--- src/rtl/tc_dbuf_drain.sv ---
// Drain engine for the tensor-core D-tile buffer: reads each output row through the
// buffer's row port and streams it to memory as DW_MEM-bit write beats.
module tc_dbuf_drain #(
    parameter int unsigned M       = 16,
    parameter int unsigned N       = 16,
    parameter int unsigned DW_DATA = 32,
    parameter int unsigned DW_MEM  = 512,
    parameter int unsigned DW_COL  = 4,
    parameter int unsigned DW_ADDR = 32
) (
    input  logic                   clk,
    input  logic                   reset,
    input  logic                   start,
    input  logic [DW_ADDR-1:0]     base_addr,
    output logic                   busy,
    output logic                   done,
    output logic [DW_COL-1:0]      row_out,
    input  logic [N*DW_DATA-1:0]   D_row_in,
    output logic                   mem_wvalid,
    input  logic                   mem_wready,
    output logic [DW_ADDR-1:0]     mem_waddr,
    output logic [DW_MEM-1:0]      mem_wdata,
    output logic                   mem_wlast
);

    localparam int unsigned ROW_W          = N * DW_DATA;
    localparam int unsigned BEATS          = ROW_W / DW_MEM;
    localparam int unsigned BEAT_W         = (BEATS > 1) ? $clog2(BEATS) : 1;
    localparam int unsigned BYTES_PER_BEAT = DW_MEM / 8;

    localparam logic [DW_COL-1:0] LAST_ROW  = DW_COL'(M - 1);
    localparam logic [BEAT_W-1:0] LAST_BEAT = BEAT_W'(BEATS - 1);

    typedef enum logic [1:0] {
        S_IDLE,
        S_LOAD,
        S_SEND,
        S_DONE
    } state_e;

    state_e              state_q, state_d;
    logic [DW_COL-1:0]   row_q, row_d;
    logic [BEAT_W-1:0]   beat_q, beat_d;
    logic [ROW_W-1:0]    row_reg_q, row_reg_d;
    logic [DW_ADDR-1:0]  addr_q, addr_d;
    logic [DW_MEM-1:0]   wdata_q, wdata_d;
    logic                wlast_q, wlast_d;
    logic                wvalid_q;
    logic                busy_q;
    logic                done_q;

    // State register plus registered datapath and outputs.
    always_ff @(posedge clk) begin
        if (reset) begin
            state_q   <= S_IDLE;
            row_q     <= '0;
            beat_q    <= '0;
            row_reg_q <= '0;
            addr_q    <= '0;
            wdata_q   <= '0;
            wlast_q   <= 1'b0;
            wvalid_q  <= 1'b0;
            busy_q    <= 1'b0;
            done_q    <= 1'b0;
        end else begin
            state_q   <= state_d;
            row_q     <= row_d;
            beat_q    <= beat_d;
            row_reg_q <= row_reg_d;
            addr_q    <= addr_d;
            wdata_q   <= wdata_d;
            wlast_q   <= wlast_d;
            wvalid_q  <= (state_d == S_SEND);
            busy_q    <= (state_d != S_IDLE);
            done_q    <= (state_d == S_DONE);
        end
    end

    // Next-state logic. row_reg shifts down one beat per accepted beat so the
    // next beat's data always sits in the low DW_MEM bits.
    always_comb begin
        state_d   = state_q;
        row_d     = row_q;
        beat_d    = beat_q;
        row_reg_d = row_reg_q;
        addr_d    = addr_q;
        wdata_d   = wdata_q;
        wlast_d   = wlast_q;

        case (state_q)
            S_IDLE: begin
                row_d  = '0;
                beat_d = '0;
                if (start) begin
                    addr_d  = base_addr;
                    state_d = S_LOAD;
                end
            end
            S_LOAD: begin
                row_reg_d = D_row_in;
                wdata_d   = D_row_in[DW_MEM-1:0];
                beat_d    = '0;
                wlast_d   = (row_q == LAST_ROW) && (LAST_BEAT == '0);
                state_d   = S_SEND;
            end
            S_SEND: begin
                if (mem_wready) begin
                    addr_d = addr_q + DW_ADDR'(BYTES_PER_BEAT);
                    if (beat_q != LAST_BEAT) begin
                        beat_d    = beat_q + 1'b1;
                        row_reg_d = row_reg_q >> DW_MEM;
                        wdata_d   = row_reg_d[DW_MEM-1:0];
                        wlast_d   = (row_q == LAST_ROW) && (beat_d == LAST_BEAT);
                    end else begin
                        wlast_d = 1'b0;
                        if (row_q != LAST_ROW) begin
                            row_d   = row_q + 1'b1;
                            state_d = S_LOAD;
                        end else begin
                            state_d = S_DONE;
                        end
                    end
                end
            end
            S_DONE: begin
                row_d   = '0;
                state_d = S_IDLE;
            end
            default: begin
                state_d = S_IDLE;
            end
        endcase
    end

    assign busy       = busy_q;
    assign done       = done_q;
    assign row_out    = row_q;
    assign mem_wvalid = wvalid_q;
    assign mem_waddr  = addr_q;
    assign mem_wdata  = wdata_q;
    assign mem_wlast  = wlast_q;

endmodule

--- config.mk ---
export PLATFORM = sky130hd
export DESIGN_NAME = tc_dbuf_drain
export DESIGN_NICKNAME = d
export VERILOG_FILES = /design/src/rtl/tc_dbuf_drain.sv
export SDC_FILE = /design/constraint.sdc
export NUM_CORES = 1
export LEC_CHECK = 0
export CELL_PAD_IN_SITES_DETAIL_PLACEMENT = 0
export CELL_PAD_IN_SITES_GLOBAL_PLACEMENT = 1
export CORE_AREA = 2 2 427 429
export CTS_CLUSTER_SIZE = 10
export DETAILED_ROUTE_END_ITERATION = 16
export DIE_AREA = 0 0 429 431
export MAX_ROUTING_LAYER = met4
export PLACE_DENSITY_LB_ADDON = 0.1
export SKIP_CTS_REPAIR_TIMING = 1
export SLEW_MARGIN = 0
export SYNTH_ARGS = -nofsm -noshare
export SYNTH_HDL_FRONTEND = slang
export SYNTH_SLANG_ARGS = --single-unit
--- constraint.sdc ---
create_clock -name clk -period 2.2 [get_ports clk]
set_clock_uncertainty 0.1 [all_clocks]
set_input_delay 0.33 -clock clk [delete_from_list [all_inputs] [get_ports clk]]
set_output_delay 0.33 -clock clk [all_outputs]
set_load 0.005 [all_outputs]
After elaboration in Yosys (flattened, before gate mapping)

Index checks and enable logic that the tools add are counted.

Eq/ne operators: 12
Mux-type cells: 21
Bitwise operators: 1
Reduce and logical (&&, ||, !) cells: 14
Add/sub/neg operators: 3

Operator list:

| kind                                                             | number |
|---|---|
| 512-bit two-way mux                                              | 2 |
| 512-bit case mux with 2 select lines                             | 1 |
| 32-bit two-way mux                                               | 2 |
| 32-bit case mux with 2 select lines                              | 1 |
| 32-bit by 7-bit adder with 32-bit output (second input constant) | 1 |
| 4-bit two-way mux                                                | 3 |
| 2-bit inequality test (second input constant)                    | 5 |
| 2-bit nonzero test                                               | 5 |
| 2-bit == test (second input constant)                            | 4 |
| 2-bit two-way mux                                                | 4 |
| 2-bit case mux with 4 select lines                               | 1 |
| 4-bit case mux with 2 select lines                               | 1 |
| 3-bit AND reduction                                              | 2 |
| 4-bit by 1-bit adder with 4-bit output (second input constant)   | 1 |
| 4-bit == test (second input constant)                            | 1 |
| 1-bit two-way mux                                                | 4 |
| 4-bit inequality test (second input constant)                    | 1 |
| 1-bit case mux with 2 select lines                               | 2 |
| 2-bit AND reduction                                              | 2 |
| 4-bit AND reduction                                              | 1 |
| 2-bit OR reduction                                               | 2 |
| 2-bit by 1-bit == test with 1-bit output (second input constant) | 1 |
| 2-bit logical NOT                                                | 1 |
| 1-bit adder (second input constant)                              | 1 |
| 2 further kinds                                                  | 2 |

Input bits: 548
Flip-flop bits (word level): 555

Depth between registers and ports, before layout

Gate-level depths: netlist of run 1.

Depth after elaboration: 6
Gate-level depth with buffers: 9

Worst setup path before layout of run 1

No wires, ideal clock.

Path type: register -> register
From: register addr_q[7], in the netlist mem_waddr[7]
To: register addr_q[30], in the netlist mem_waddr[30]
Data arrival time: 1.798 ns
Required time: 2.026 ns
Period minus slack after synthesis: 1.972 ns
Stages on the path, launching flop included: 8
Buffers on the path: 2
Setup slack: 0.228 ns
Cell sequence: dfxtp_1 ha_1 and3_1 buf_4 nand4_4 buf_6 or4_1 a31oi_1

Word-level cells in the longest chain between the ends: 3

RTL lines:

| what                                     | line | text |
|---|---|---|
| start, declared                          | 45   | `logic [DW_ADDR-1:0] addr_q, addr_d;` |
| start signal, assigned                   | 70   | `addr_q <= addr_d;` |
| 32-bit by 7-bit adder with 32-bit output | 108  | `addr_d = addr_q + DW_ADDR'(BYTES_PER_BEAT);` |
| 32-bit two-way mux                       | 107  | `if (mem_wready) begin` |
| 32-bit case mux with 2 select lines      | 90   | `case (state_q)` |

Every way passes these cells. The select of a mux whose other input is x is not followed.
A chain may end at the register's enable or synchronous reset.

Worst setup path after layout of run 1

From: register wdata_q[47], in the netlist mem_wdata[47]
To: output port mem_wdata[47]

RTL lines:

| what                   | line | text |
|---|---|---|
| start, declared        | 46   | `logic [DW_MEM-1:0] wdata_q, wdata_d;` |
| start signal, assigned | 71   | `wdata_q <= wdata_d;` |
| end, declared          | 22   | `output logic [DW_MEM-1:0] mem_wdata,` |

No word-level cell between the ends.

==> results by group, run 1 <==
Outcome
  • Outcome: finished, final reports clean

Routing
  • TritonRoute pass-1 iters: 5
  • Via density: around 3.5
  • DR vias: 21200
  • Drt total wl: between 100000 and 150000 um
  • Residual DRC: 0
  • Post-route ant nets: 0
  • Routed wire length per instance: 22.6 um
  • DR iter-0 viols: 1023

Critical path
  • Critical path buffers and inverters: 1
  • Crit-path max FO: 2
  • Worst path slowest cell: clkdlybuf4s50_1
  • R2R Setup Slk: between 0.2 and 0.25 ns
  • Crit path arrival time: roughly 1.7 ns
  • Reg2reg end: mem_waddr[28]$_SDFFE_PP0P_
  • Cells along the critical path: clkdlybuf4s50_1
  • CP delay by family, top: buffers and inverters
  • Critical Path RT: between 1.5 and 2 ns
  • CP endpoint kind: output pin
  • Reg2reg start: mem_waddr[7]$_SDFFE_PP0P_
  • Startpoint Class: flip-flop
  • R2r worst-path depth: 5
  • Max incr delay on CP: 0.58 ns
  • WS Path Type: reg2out

STA
  • Tmin final: 2.11 ns
  • F_max: 475 MHz
  • Worst slew pin tran: 0.664 ns
  • Final hold vios: 0
  • Setup-failing EPs final: 0
  • Final Cycle Share: 0.957
  • Max-slew violation count: 0
  • Slew HR: 0.557

Clock network
  • Worst skew pair latency: 0.68 ns
  • # clock sinks: 554
  • CTS clk-pin slew, worst paths: ~0.060 ns
  • CTS buffer count: between 80 and 90
  • Clk buf depth: 3
  • CTS tree: done
  • CTS HTree Levels: 3
  • Root buf cell: clkbuf_16

Synthesis
  • Yosys cell types: 60
  • Mapped Cells: 2534
  • Synth Net Count: 3087
  • Number of synthesized flops with an enable pin: 0
  • Synth Register Bits: 554
  • Mapped Avg Cell Area: 8.34 um2
  • Yosys warnings: 0
  • Synthesized area: ~21000 um2
  • Dominant synthesized flop cell: dfxtp_1
  • Ys async rst share: 0
  • Sequential share of the synthesized area: 0.525

Die
  • Site row count: 156
  • DIE WIDTH: about 430 um
  • Die height: between 400 and 500 um
  • Top Ports: 1100
  • Core area: ~180000 um2
  • Initial core utilization: 0.117
  • Die Area: approximately 180000 um2

Power
  • PD cells: 940 nW/um2
  • Maximum VDD drop: between 0.4 and 0.5 mV
  • Leakage: about 15 nW

Layout
  • Fin area: 38300 um2
  • Nets: 4168
  • Area Growth Syn to Fin: 81.3%
  • # fillers: 19800
  • Final Core Density: 0.213
  • Share of cells above drive strength 1: 0.0701

GRT
  • Number of global-route vias before repair: 21300
  • Congestion Overflow GR: 0
  • All-Layer GR Usage: 0.147
  • Antenna violations before repair: 40
  • Global-route wire length before repair: 185000 um
  • Largest net degree at the start of global routing: 84

Min path
  • Hold Crit Class: in2reg
  • Hold depth: 3
  • Min-delay src: base_addr[24]
  • Hold EP: mem_waddr[24]$_SDFFE_PP0P_

Run
  • Maxcap violations: 0

Place
  • Gpl congestion: 0.780
  • Dpl hpwl: 105000 um
  • IO Port Bufs: 1099
  • Placed Area: approximately 35000 um2
==> placed cells by master (no fill, tap or decap), types with 3 or more instances in the layout <==
cell | netlist | routed
a22oi_1 | 8 | 8
or2_2 | 3 | 3
o211ai_1 | 4 | 4
clkbuf_8 | 0 | 28
nand2b_1 | 4 | 4
o31a_1 | 3 | 3
clkbuf_16 | 0 | 84
and3_1 | 6 | 6
diode_2 | 0 | 21
o311ai_0 | 5 | 5
dfxtp_1 | 554 | 530
nand4_1 | 9 | 9
nor3_1 | 4 | 4
clkdlybuf4s50_1 | 0 | 1054
clkbuf_1 | 138 | 19
a31oi_1 | 13 | 13
nor2_1 | 534 | 534
nand2_1 | 27 | 27
or4_1 | 7 | 7
o41ai_1 | 3 | 3
o21ai_0 | 14 | 14
buf_4 | 2 | 59
nor4_1 | 3 | 3
o22ai_1 | 3 | 3
nor2b_1 | 516 | 515
nand3_1 | 16 | 16
a21oi_1 | 536 | 536
ha_1 | 5 | 3
dfxtp_2 | 0 | 23
inv_1 | 12 | 12
and4_1 | 8 | 8
o32ai_1 | 3 | 3
dlymetal6s2s_1 | 0 | 44
clkinv_8 | 0 | 3
or3_1 | 7 | 7
buf_12 | 0 | 31
clkinv_2 | 0 | 10
a211oi_1 | 3 | 3
==> kinds of logic after synthesis <==
group | count (synthesis) | synth area share
simple gates | 1153 | 0.277
fa+ha+maj | 5 | 0.00296
flops | 554 | 0.525
compound gates | 614 | 0.154
buf+inv | 206 | 0.0403
mux | 2 | 0.00101
==> registers in the layout, summed over array words and instances (netlist names) <==
signal	flops
busy	1
done	1
mem_waddr	32
mem_wdata	512
mem_wlast	1
mem_wvalid	1
row_out	4
state_q	2
==> through the flow <==
| step | TNS (ns) | total power, mW | worst slack, ns | instances | hold WS, ns |
|---|---|---|---|---|---|
| 3_3_place_gp | -0.0441 | 23.1 | -0.0228 | 5899 | 0.350 |
| 2_1_floorplan | 0 | 16.3 | 0.228 | 2534 | 0.348 |
| 6_report | 0 | 36.0 | 0.0949 | 6071 | 0.119 |
| 4_1_cts | -4.13 | 37.1 | -0.265 | 6048 | -0.158 |
| 5_1_grt | -0.0000390 | 38.2 | -0.0000390 | 6066 | 0.0576 |
| 3_5_place_dp | 0 | 23.0 | 0.0306 | 5899 | 0.349 |
==> worst max path at each step <==
| stage | cells past startpoint | start | slack (ns) | end |
|---|---|---|---|---|
| finish | 1 | mem_wdata[47]$_SDFFE_PP0P_ | 0.09 | mem_wdata[47] |
| global route | 1 | mem_wdata[296]$_SDFFE_PP0P_ | -0.00004 | mem_wdata[296] |
| CTS | 2 | mem_waddr[10]$_SDFFE_PP0P_ | -0.27 | mem_waddr[10] |
| detailed placement | 6 | start | 0.03 | mem_waddr[29]$_SDFFE_PP0P_ |
| global placement | 6 | start | -0.02 | mem_waddr[29]$_SDFFE_PP0P_ |
| floorplan | 7 | mem_waddr[7]$_SDFFE_PP0P_ | 0.23 | mem_waddr[30]$_SDFFE_PP0P_ |
==> cell type report <==
cell class / instances / area, um2 / share of cell area
well taps: 2370 / 2970 / 0.0774
inverters: 12 / 45.0 / 0.00118
flip-flops and latches: 554 / 11100 / 0.290
clock inverters: 18 / 164 / 0.00428
diodes: 21 / 52.6 / 0.00137
repair buffers: 1191 / 12200 / 0.318
clock buffers: 131 / 2560 / 0.0668
multi-input cells: 1774 / 9220 / 0.240
==> layer usage <==
metal	wire (um)	part of all wire	up-vias	track usage
li1	-	-	10500	-
met2	71000	0.52	568	0.256
met4	2280	0.017	0	0.0289
met1	55700	0.41	9982	0.165
met3	8310	0.061	142	0.0435
met5	0	0	-	-
==> power breakdown <==
group | total, mW | switching, mW | internal, mW
registers | 12.2 | 0.753 | 11.4
clock network | 13.5 | 5.45 | 8.07
logic | 10.4 | 5.19 | 5.18
total | 36.0 | 11.4 | 24.7
==> cell usage after synthesis (7+ instances only) <==
master    count  area share
o21ai_0      14      0.0033
and4_1        8      0.0033
a22oi_1       8      0.0028
nor2b_1     516        0.15
nand4_1       9      0.0027
nor2_1      534       0.095
clkbuf_1    138       0.025
nand2_1      27      0.0048
buf_2        49       0.012
a31oi_1      13      0.0038
or3_1         7      0.0021
dfxtp_1     554        0.52
a21oi_1     536        0.13
or4_1         7      0.0025
inv_1        12      0.0021
nand3_1      16      0.0038
Note: power is estimated with default switching activity, not from simulation.
==> run 2, diff against run 1 <==
==> config.mk (replaced) <==
export PLATFORM = sky130hd
export DESIGN_NAME = tc_dbuf_drain
export DESIGN_NICKNAME = d
export VERILOG_FILES = /design/src/rtl/tc_dbuf_drain.sv
export SDC_FILE = /design/constraint.sdc
export NUM_CORES = 1
export LEC_CHECK = 0
export ABC_AREA = 1
export CELL_PAD_IN_SITES_DETAIL_PLACEMENT = 0
export CELL_PAD_IN_SITES_GLOBAL_PLACEMENT = 1
export CORE_AREA = 2 2 422 424
export CTS_CLUSTER_SIZE = 10
export DETAILED_ROUTE_END_ITERATION = 16
export DIE_AREA = 0 0 424 426
export MAX_ROUTING_LAYER = met4
export PLACE_DENSITY_LB_ADDON = 0.1
export SKIP_CTS_REPAIR_TIMING = 1
export SYNTH_ARGS = -nofsm -noshare
export SYNTH_HDL_FRONTEND = slang
export SYNTH_SLANG_ARGS = --single-unit
==> run 2 against run 1 <==
Compared with the run above: combinational power down 52%; hold slack worse by 0.044 ns; design area down 3.4%; sequential power down 9%; sequential cell count unchanged; synthesized cell count up 3.9%; largest power group unchanged.
==> results by group, run 2 <==
Outcome
  • Outcome: finished, final reports clean

Power
  • Leakage: 13.0 nW (-12%)
  • Maximum VDD drop: 0.498 mV (+0.23%)
  • PD cells: 802 nW/um2 (-15%)

Synthesis
  • Sequential share of the synthesized area: 0.557 (+0.0319)
  • Synthesized-area fraction occupied by adder cells: 0.00314 (+0.000180)
  • Mapped Avg Cell Area: 7.57 um2 (-9.2%)
  • Share of the synthesized area in the top cell type: 0.557 (+0.0319)
  • Most common cell in the netlist: nand2_1
  • Ys async rst share: 0 (unchanged)
  • Post-synthesis xor/xnor area fraction: 0.000440 (+0.000440)
  • Synth Area in Compound Gates: 0.149 (-0.00489)
  • Synth area leaders: dfxtp_1, nand2_1, a21oi_1
  • Synth Register Bits: 554 (unchanged)
  • Largest family of logic cells by synthesized area: simple AND/OR/NAND/NOR gates
  • Yosys warnings: 0 (unchanged)
  • Number of synthesized flops with an enable pin: 0 (unchanged)
  • Post-synthesis mux area share: 0 (-0.00101)
  • Synth Net Count: 3185 (+3.2%)
  • Synth Area in Simple Gates: 0.243 (-0.0335)
  • Dominant synthesized flop cell: dfxtp_1
  • Most frequent cells after synthesis: nand2_1, dfxtp_1, a21oi_1, clkbuf_1, buf_2
  • Post-synth top area cell: dfxtp_1
  • Mapped Cells: 2632 (+3.9%)
  • Synthesized area: 19900 um2 (-5.7%)
  • Yosys cell types: 33 (-45%)

Clock network
  • CTS tree: done
  • Worst skew pair latency: 0.69 ns (about the same)
  • Root buf cell: clkbuf_16
  • Clk buf depth: 3 (unchanged)
  • # clock sinks: 554 (unchanged)
  • CTS buffer count: 84 (+2.4%)
  • CTS HTree Levels: 3 (unchanged)
  • CTS clk-pin slew, worst paths: 0.06 ns (about the same)

Routing
  • Via density: 3.47 (-0.57%)
  • DR iter-0 viols: 1009 (-1.4%)
  • DR vias: 21300 (+0.58%)
  • Post-route ant nets: 0 (unchanged)
  • Routed wire length per instance: 20.6 um (-8.8%)
  • Residual DRC: 0 (unchanged)
  • TritonRoute pass-1 iters: 5 (unchanged)
  • Drt total wl: 127000 um (-7.8%)

Place
  • IO Port Bufs: 1099 (unchanged)
  • Placed Instances: 5960 (+1.0%)
  • Dpl hpwl: 96000 um (-8.5%)
  • Placed Area: 34100 um2 (-3.6%)
  • Gpl congestion: 0.775 (-0.60%)

STA
  • Tmin final: 2.13 ns (+0.0201 ns)
  • Worst slew pin tran: 0.487 ns (-0.177 ns)
  • Final Cycle Share: 0.966 (+0.00914)
  • Slew HR: 0.675 (+0.118)
  • Min Hold Slack: 0.0750 ns (-0.0436 ns)
  • RSZ-0062 raised after global routing: no
  • Final hold vios: 0 (unchanged)
  • Max-slew violation count: 0 (unchanged)
  • F_max: 471 MHz (-0.95%)
  • Setup-failing EPs final: 0 (unchanged)

GRT
  • Largest net degree at the start of global routing: 78 (-7.1%)
  • Antenna violations before repair: 43 (+7.5%)
  • Congestion Overflow GR: 0 (unchanged)
  • Met1 Use GR: 0.146 (-0.0198)
  • All-Layer GR Usage: 0.138 (-0.00882)
  • Global-route wire length before repair: 173000 um (-6.5%)
  • Number of global-route vias before repair: 21800 (+2.4%)
  • Met3 Usage GRT: 0.0499 (+0.00641)
  • Busiest layer in global routing: met2
  • GR Layer Usage met2: 0.235 (-0.0218)

Die
  • Die Area: 181000 um2 (-2.3%)
  • DIE WIDTH: 424 um (-1.2%)
  • Die height: 426 um (-1.2%)
  • Initial core utilization: 0.113 (-0.00394)
  • Site row count: 154 (-1.3%)
  • Core area: 176000 um2 (-2.5%)
  • Top Ports: 1100 (unchanged)

Layout
  • Area Growth Syn to Fin: 85.8%
  • Most frequent cells in the layout: nand2_1, clkdlybuf4s50_1, a21oi_1, dfxtp_1, clkbuf_16
  • Share of cells above drive strength 1: 0.0605 (-0.00960)
  • Max FFs per register: 512 (unchanged)
  • Commonest non-fill, non-tap cell in the layout: nand2_1
  • Fin area: 37000 um2 (-3.4%)
  • Nets: 4260 (+2.2%)
  • Non-Filler Instances: 6141 (+1.2%)

Critical path
  • WS Path Type: reg2out
  • Startpoint Class: flip-flop
  • Crit path arrival time: 1.70 ns (+0.02 ns)
  • CP endpoint kind: output pin
  • Critical Path RT: 1.77 ns (about the same)
  • R2r worst-path depth: 9 (+4)
  • CP delay by family, top: buffers and inverters
  • R2R Setup Slk: 0.28 ns (+0.06 ns)
  • Reg2reg start: state_q[0]$_SDFF_PP0_
  • Worst path slowest cell: clkdlybuf4s50_1
  • Cells along the critical path: clkdlybuf4s50_1
  • Reg2reg end: mem_waddr[21]$_SDFFE_PP0P_
  • Critical path buffers and inverters: 1 (unchanged)
  • Crit-path max FO: 2 (unchanged)
  • Max incr delay on CP: 0.69 ns (+0.11 ns)

Run
  • Maxcap violations: 0 (unchanged)

Min path
  • Min-delay src: D_row_in[279]
  • Hold depth: 3 (unchanged)
  • Hold Crit Class: in2reg
  • Hold EP: mem_wdata[279]$_SDFFE_PP0P_
[run 2: logic make-up after synthesis]
group | count (synthesis)
and+or+nand+nor | 1266
buffers and inverters | 220
adders and majority gates | 5
AOI/OAI and AO/OA | 586
xor gates and xnor gates | 1
DFF | 554
[run 2: report_power, final]
part / leakage, nW / switching (mW) / total, mW / internal (mW)
combinational: 7.20 / 2.31 / 4.97 / 2.66
sequential: 4.53 / 0.401 / 11.1 / 10.7
clock: 1.32 / 5.56 / 13.6 / 8.03
total: 13.0 / 8.27 / 29.7 / 21.4
[run 2: area by class of cell]
cell class | instances | area (um2)
Fill cell | 19700 | 139000
Timing Repair Buffer | 1172 | 12100
Sequential cell | 554 | 11100
Multi-Input combinational cell | 1858 | 7890
Tap cell | 2340 | 2930
Clock buffer | 131 | 2500
Clock inverter | 16 | 228
Inverter | 37 | 149
Antenna cell | 33 | 82.6
[run 2: metal layers]
layer | routed length (um) | vias up | share of wire
met5 | 0 | - | 0
met4 | 3660 | 0 | 0.029
met3 | 9480 | 187 | 0.075
met2 | 64500 | 694 | 0.51
met1 | 49000 | 9791 | 0.39
li1 | - | 10700 | -
[run 2: worst max-delay path by stage]
| stage | from | depth (start not counted) | endpoint |
|---|---|---|---|
| after floorplan | state_q[0]$_SDFF_PP0_ | 9 | mem_waddr[11]$_SDFFE_PP0P_ |
| after global placement | mem_wready | 9 | mem_waddr[9]$_SDFFE_PP0P_ |
| after detailed placement | mem_wready | 8 | mem_waddr[16]$_SDFFE_PP0P_ |
| after CTS | mem_waddr[25]$_SDFFE_PP0P_ | 1 | mem_waddr[25] |
| after global routing | row_out[1]$_SDFFE_PP0P_ | 1 | row_out[1] |
| final | mem_wdata[340]$_SDFFE_PP0P_ | 1 | mem_wdata[340] |
[run 2: stage by stage]
stage	power (mW)	util	setup TNS [ns]	setup WS (ns)
after floorplan	12.8	-	0	0.560
after global placement	16.5	0.194	0	0.172
after detailed placement	16.5	0.194	0	0.159
after CTS	30.6	0.210	-3.15	-0.197
after global routing	31.2	0.211	0	0.000981
final	29.7	0.211	0	0.0748
